===== config.mk =====
export PLATFORM = sky130hd
export DESIGN_NAME = pc_fetch_unit_flat
export DESIGN_NICKNAME = d
export VERILOG_FILES = /design/src/rtl/pc_fetch_unit_pkg.sv /design/src/rtl/pc_fetch_unit_if.sv /design/src/rtl/pc_fetch_unit.sv /design/src/flat_wrapper.sv
export SDC_FILE = /design/constraint.sdc
export NUM_CORES = 1
export LEC_CHECK = 0
export CORE_UTILIZATION = 43
export CTS_BUF_LIST = sky130_fd_sc_hd__clkbuf_8
export DETAILED_ROUTE_END_ITERATION = 7
export PLACE_DENSITY = 0.8
export SKIP_CTS_REPAIR_TIMING = 1
export SYNTH_ARGS = -nofsm -noshare
export SYNTH_HDL_FRONTEND = slang
export SYNTH_SLANG_ARGS = --single-unit

===== constraint.sdc =====
create_clock -name clk -period 1.95 [get_ports clk]
set_input_delay 0.195 -clock clk [delete_from_list [all_inputs] [get_ports clk]]
set_output_delay 0.195 -clock clk [all_outputs]
set_load 0.02 [all_outputs]

===== src/rtl/pc_fetch_unit_pkg.sv =====
// Shared types and constants for the program-counter fetch stage.
// Imported by the fetch interface and the fetch unit.
package fetch_pkg;

    typedef enum logic [1:0] {
        IDLE   = 2'd0,
        RUN    = 2'd1,
        HALTED = 2'd2
    } fetch_state_t;

    localparam int unsigned LUT_IDX_W = 8;

endpackage


===== src/rtl/pc_fetch_unit_if.sv =====
// Control/status bundle between the sequencer driving a program run and the fetch unit.
// The fetch unit uses the slave view; the driving side uses the master view.
interface pc_fetch_unit_if
    import fetch_pkg::*;
#(
    parameter int unsigned D     = 10,
    parameter int unsigned CNT_W = 16
) ();

    logic                 start;
    logic                 stall;
    logic                 branch_en;
    logic [LUT_IDX_W-1:0] branch_idx;
    logic                 halt_req;
    logic [D-1:0]         target;
    logic [D-1:0]         prog_ctr;
    logic [LUT_IDX_W-1:0] lut_addr;
    logic                 running;
    logic                 done;
    logic [CNT_W-1:0]     retired;

    modport master (
        output start,
        output stall,
        output branch_en,
        output branch_idx,
        output halt_req,
        output target,
        input  prog_ctr,
        input  lut_addr,
        input  running,
        input  done,
        input  retired
    );

    modport slave (
        input  start,
        input  stall,
        input  branch_en,
        input  branch_idx,
        input  halt_req,
        input  target,
        output prog_ctr,
        output lut_addr,
        output running,
        output done,
        output retired
    );

endinterface


===== src/rtl/pc_fetch_unit.sv =====
// Program-counter stage: sequences the PC (increment/jump/hold/halt), drives the
// branch-target LUT index, and counts retired instructions for each program run.
module pc_fetch_unit
    import fetch_pkg::*;
#(
    parameter int unsigned D     = 10,
    parameter int unsigned CNT_W = 16
) (
    input  logic          clk,
    input  logic          reset,
    pc_fetch_unit_if.slave bus
);

    fetch_state_t     state;
    fetch_state_t     state_n;
    logic [D-1:0]     pc;
    logic [D-1:0]     pc_n;
    logic [CNT_W-1:0] ret;
    logic [CNT_W-1:0] ret_n;
    logic [CNT_W-1:0] ret_inc;

    // Retired count saturates at all-ones instead of wrapping.
    assign ret_inc = (ret == '1) ? ret : ret + CNT_W'(1);

    always_ff @(posedge clk) begin
        if (reset) begin
            state <= IDLE;
            pc    <= '0;
            ret   <= '0;
        end else begin
            state <= state_n;
            pc    <= pc_n;
            ret   <= ret_n;
        end
    end

    always_comb begin
        state_n = state;
        pc_n    = pc;
        ret_n   = ret;
        case (state)
            IDLE: begin
                if (bus.start) begin
                    state_n = RUN;
                    pc_n    = '0;
                    ret_n   = '0;
                end
            end
            RUN: begin
                // start is ignored while running; stall masks branch and halt.
                if (!bus.stall) begin
                    ret_n = ret_inc;
                    if (bus.halt_req) begin
                        state_n = HALTED;
                    end else if (bus.branch_en) begin
                        pc_n = bus.target;
                    end else begin
                        pc_n = pc + D'(1);
                    end
                end
            end
            HALTED: begin
                if (bus.start) begin
                    state_n = RUN;
                    pc_n    = '0;
                    ret_n   = '0;
                end
            end
            default: begin
                state_n = IDLE;
                pc_n    = '0;
                ret_n   = '0;
            end
        endcase
    end

    assign bus.prog_ctr = pc;
    assign bus.lut_addr = bus.branch_idx;
    assign bus.running  = (state == RUN);
    assign bus.done     = (state == HALTED);
    assign bus.retired  = ret;

endmodule


===== src/flat_wrapper.sv =====
// flat-port wrapper written by rule: the top's interface ports become plain ports
module pc_fetch_unit_flat import fetch_pkg::*;
#(
    parameter int unsigned D     = 10,
    parameter int unsigned CNT_W = 16
)
  (clk, reset, bus_start, bus_stall, bus_branch_en, bus_branch_idx, bus_halt_req, bus_target, bus_prog_ctr, bus_lut_addr, bus_running, bus_done, bus_retired);
  pc_fetch_unit_if #(.D(D), .CNT_W(CNT_W)) bus_i ();
  input  logic clk;
  input  logic reset;
  input wire logic [$bits(bus_i.start)-1:0] bus_start;
  input wire logic [$bits(bus_i.stall)-1:0] bus_stall;
  input wire logic [$bits(bus_i.branch_en)-1:0] bus_branch_en;
  input wire logic [$bits(bus_i.branch_idx)-1:0] bus_branch_idx;
  input wire logic [$bits(bus_i.halt_req)-1:0] bus_halt_req;
  input wire logic [$bits(bus_i.target)-1:0] bus_target;
  output wire logic [$bits(bus_i.prog_ctr)-1:0] bus_prog_ctr;
  output wire logic [$bits(bus_i.lut_addr)-1:0] bus_lut_addr;
  output wire logic [$bits(bus_i.running)-1:0] bus_running;
  output wire logic [$bits(bus_i.done)-1:0] bus_done;
  output wire logic [$bits(bus_i.retired)-1:0] bus_retired;
  assign bus_i.start = bus_start;
  assign bus_i.stall = bus_stall;
  assign bus_i.branch_en = bus_branch_en;
  assign bus_i.branch_idx = bus_branch_idx;
  assign bus_i.halt_req = bus_halt_req;
  assign bus_i.target = bus_target;
  assign bus_prog_ctr = bus_i.prog_ctr;
  assign bus_lut_addr = bus_i.lut_addr;
  assign bus_running = bus_i.running;
  assign bus_done = bus_i.done;
  assign bus_retired = bus_i.retired;
  pc_fetch_unit #(.D(D), .CNT_W(CNT_W)) u_core (.clk(clk), .reset(reset), .bus(bus_i));
endmodule

# [Yosys cells after proc, flatten, opt, wreduce, memory -nomap -nowiden]
# Index checks and enable logic that the tools add are counted.
[op_classes] n_reduce_logical=5 add_sub_neg=2 n_mux=13 n_eq_ne=8
[ops] op="$mux 16" count=3
[ops] op="$mux 10" count=4
[ops] op="$pmux 16 s2" count=1
[ops] op="$pmux 10 s2" count=1
[ops] op="$add 16x1->16 const B" count=1
[ops] op="$eq 16x16->1 const B" count=1
[ops] op="$add 10x1->10 const B" count=1
[ops] op="$reduce_and 3->1" count=3
[ops] op="$ne 2x2->1 const B" count=4
[ops] op="$mux 2" count=3
[ops] op="$pmux 2 s2" count=1
[ops] op="$eq 2x1->1 const B" count=1
[ops] op="$eq 2x2->1 const B" count=1
[ops] op="$logic_not 2->1" count=1
[ops] op="$ne 2x1->1 const B" count=1
[ops] op="$reduce_or 2->1" count=1
[totals] reg_bits=28 inputBits=24

# [Depth between registers and ports, before layout]
[depth] ltp_word=5 depth_mapped=7

# [Least setup slack after synthesis]
# OpenSTA, ideal clock, no wires.
[synth_path] kind="register -> register" startpoint="reg u_core.ret[0] (netlist: u_core.bus.retired[0])" endpoint="reg u_core.ret[14] (netlist: u_core.bus.retired[14])" path_stages_with_launch=7 t_arrival_ps=2056 setup_ps=81 required_ps=1869 synth_period_minus_slack_ps=2136 slack_ps=-186 path_cell_list="dfxtp_1 > ha_1 > nand4_4 > or3_1 > buf_2 > or4_1 > o211ai_1"
[synth_via] elab_chain_len=4
[synth_lines] element="start, declared" line_no="pc_fetch_unit.sv:18" rtl="logic [CNT_W-1:0] ret;"
[synth_lines] element="start signal, assigned" line_no="pc_fetch_unit.sv:33" rtl="ret <= ret_n;"
[synth_lines] element="$add 16x1->16" line_no="pc_fetch_unit.sv:23" rtl="assign ret_inc = (ret == '1) ? ret : ret + CNT_W'(1);"
[synth_lines] element="$mux 16" line_no="pc_fetch_unit.sv:23"
[synth_lines] element="$mux 16" line_no="pc_fetch_unit.sv:51" rtl="if (!bus.stall) begin"
[synth_lines] element="$pmux 16 s2" line_no="pc_fetch_unit.sv:41" rtl="case (state)"
# Parallel ways exist; a longest one is shown, timed or not. The select of a mux whose other input is x is not followed.
# A chain may end at the register's enable or synchronous reset.

# [Worst setup path in the final report]
[layout_path] startpoint="reg u_core.state[1]" endpoint="out bus_running"
[layout_via] elab_chain_len=1
[layout_lines] element="start, declared" line_no="pc_fetch_unit.sv:14" rtl="fetch_state_t state;"
[layout_lines] element="start signal, assigned" line_no="pc_fetch_unit.sv:31" rtl="state <= state_n;"
[layout_lines] element="$eq 2x1->1" line_no="pc_fetch_unit.sv:79" rtl="assign bus.running = (state == RUN);"
[layout_lines] element="end, declared" line_no="flat_wrapper.sv:19" rtl="output wire logic [$bits(bus_i.running)-1:0] bus_running;"
# Every way passes these cells.

==> out/metrics.cfg <==
[drt]
via_per_inst = 6.02
drt_iter0_drc = 150
drc = 0
drt_wl_total_mm = 5.16
num_vias = 1969
wire_per_inst_um = 15.8
drt_pass1_iterations = 4
ant_nets = 0

[placement]
io_buffers = 43
dp.cells = 323
hpwlAfterDp_mm = 3.84
gp_congestion = 0.976

[worst_hold_path]
holdPathEnd = bus_lut_addr[4]
hp-class = input pin to output port
holdPathStages = 0
hold_start = bus_branch_idx[4]

[finish]
areaGrowthSynthToFinish_pct = 36.6
fillCellCount = 348
multi_input_area_sq_um = 1100
n_antenna_cell = 0
finalNonFillerCells = 327
nets = 304
ff_latch_area_sq_um = 566
layout-drive-gt1-share = 0.152

[critical_path]
rrSetupSlack_ps = 130
crit_arrival_ps = 1640
crit_required_ps = 1750
crit_buf_inv = 3
rr_startpoint = u_core.bus.retired[9]
criticalPathCategory = flip-flop to output port
slowest_delay_ps = 610
critPathMaxFanout = 9
crit_path_cell_trace = nand2b_1, clkinv_1, buf_4, clkdlybuf4s50_1
cp_slowest_cell = clkdlybuf4s50_1
worstRegToRegCells = 4
crit_family = buffers and inverters
worstSetupEndpointType = output port
startpoint_type = flip-flop
r2r_end = u_core.bus.retired[1]

[synth]
ys_seq_area_frac = 0.313
yosys.area_share.simple = 0.291
syn_inst = 222
synth_top_family_by_area = simple AND/OR/NAND/NOR gates
synth_top_flop_cell = dfxtp_1
ys_seq_elements = 28
async_reset_ff_frac = 0
netlist-cell-type-count = 52
synth_mux_area_frac = 0.0391
synth-xor-area-share = 0
synth_adder_area_share = 0.0140
yosysWarningCount = 0
synth_compound_area_frac = 0.260
synth_edf_count = 0
synth_area_per_cell_sq_um = 8.08
syn-num-nets = 248
netlist_area_sq_um = 1790

[die]
core-area_sq_um = 4000
rows = 23
die-area_sq_um = 4430
die_h_um = 66.6
die_x_um = 66.6
design.portCount = 60
initial_utilization = 0.448

[timing]
max_slew_margin = 0.713
tns_ps = 0
hold_viol_final = 0
setup_violations = 0
period_minus_slack_ps = 1830
fin_worst_skew_ps = 5.17
worst_slew_pin_slew_ps = 427
whs_ps = 390
rsz0062_at_grt = no
timing.fmax_mhz = 546
finalCritPeriodShare = 0.939
maxSlewViolCount = 0

[global_route]
grt_pass1_wl_mm = 8.42
antenna_found_initial = 0
grt_max_degree = 25
grt_pass1_vias = 1791
track_usage = 0.247
grt_overflow = 0

[power_and_ir_drop]
irDropWorstVdd_mv = 0.322
p_total_uw = 1190
power_per_cell_area_nw_per_um2 = 484
p_leak_uw = 0.000899

[clock_tree]
root_buffer = clkbuf_8
clk_latency_ps = 280
clock_path_buffers = 2
numCtsBuffers = 3
htree_levels = 1
cts_tree = yes
clock_sinks = 28
cts.clk_slew.worst_paths_ps = 100

[status]
status = complete, no violations

[job]
maxCapViolCount = 0

-- final cells by class --
class / instances / area share
inverter: 10 / 0.0153
tap: 50 / 0.0255
clock buffer: 4 / 0.0225
multi-input combinational: 165 / 0.447
sequential: 28 / 0.231
timing repair buffer: 70 / 0.258
-- worst max path at each step --
stage	from	endpoint	slack, ps	cells after the start
after detailed placement	bus_stall	u_core.bus.prog_ctr[6]	-80	5
after global placement	bus_stall	u_core.bus.prog_ctr[5]	-20	5
after floorplan	u_core.bus.retired[0]	u_core.bus.retired[14]	20	6
final	u_core.state[1]	bus_running	120	4
after global routing	u_core.bus.retired[0]	u_core.bus.retired[1]	30	5
after CTS	u_core.state[0]	bus_running	60	4
-- power by group --
group	internal, uW	switching (uW)
registers	581	12.6
logic	105	111
clock network	181	195
-- cells in the mapped netlist, drive strengths merged (3+ instances only) --
| cell | instances | share of area |
|---|---|---|
| a211oi | 3 | 0.013 |
| a21oi | 10 | 0.028 |
| a22o | 12 | 0.059 |
| a31oi | 3 | 0.010 |
| and3 | 9 | 0.031 |
| and4 | 4 | 0.020 |
| buf | 14 | 0.051 |
| clkbuf | 5 | 0.011 |
| dfxtp | 28 | 0.31 |
| inv | 9 | 0.019 |
| mux2i | 7 | 0.039 |
| nand2 | 14 | 0.029 |
| nand3 | 13 | 0.036 |
| nand4 | 8 | 0.036 |
| nor2 | 15 | 0.031 |
| nor3 | 8 | 0.025 |
| o211ai | 4 | 0.017 |
| o21ai | 6 | 0.017 |
| o22ai | 8 | 0.028 |
| or2 | 3 | 0.010 |
| or3 | 3 | 0.010 |
| or4 | 5 | 0.021 |
-- layout by cell type (no fill, tap or decap), drive strengths merged, types with 2 or more instances in the layout --
cell type,count
a21oi,10
clkbuf,4
a31oi,3
nor2b,2
buf,27
nand4,8
o21ai,6
nor3,8
o22ai,8
nand2b,2
nand2,14
a22o,12
o221ai,2
nand3,13
and4,4
and3,9
inv,9
or4,5
a211oi,3
or2,3
nor2,15
clkdlybuf4s50,43
o31ai,2
ha,2
mux2i,7
or3,3
dfxtp,28
a2111oi,2
o211ai,4
-- registers in the layout (all words and copies together) (netlist names) --
register,flops
u_core.bus.retired,16
u_core.bus.prog_ctr,10
u_core.state,2
-- routing by layer --
layer	up-vias	track usage	wire [um]
met3	9	0.0342	320
met4	0	0.101	110
met2	65	0.391	2420
met1	929	0.332	2310
li1	966	-	-
met5	-	0	0
-- metrics by stage --
| stage | setup slack (ps) | utilization | area [sq um] |
|---|---|---|---|
| after global placement | -23.1 | 0.598 | 2390 |
| after floorplan | 24.9 | - | 1810 |
| after CTS | 63.2 | 0.612 | 2450 |
| after detailed placement | -78.7 | 0.598 | 2390 |
| after global routing | 28.9 | 0.612 | 2450 |
| final | 119 | 0.612 | 2450 |
-- logic make-up (layout without fill, tap and decap cells) --
logic type | Yosys count | count (layout)
and+or+nand+nor | 92 | 92
AOI/OAI and AO/OA | 64 | 64
buffers and inverters | 29 | 84
DFF | 28 | 28
muxes | 7 | 7
adders and majority gates | 2 | 2
No activity file was read; power rests on OpenSTA's default activity.
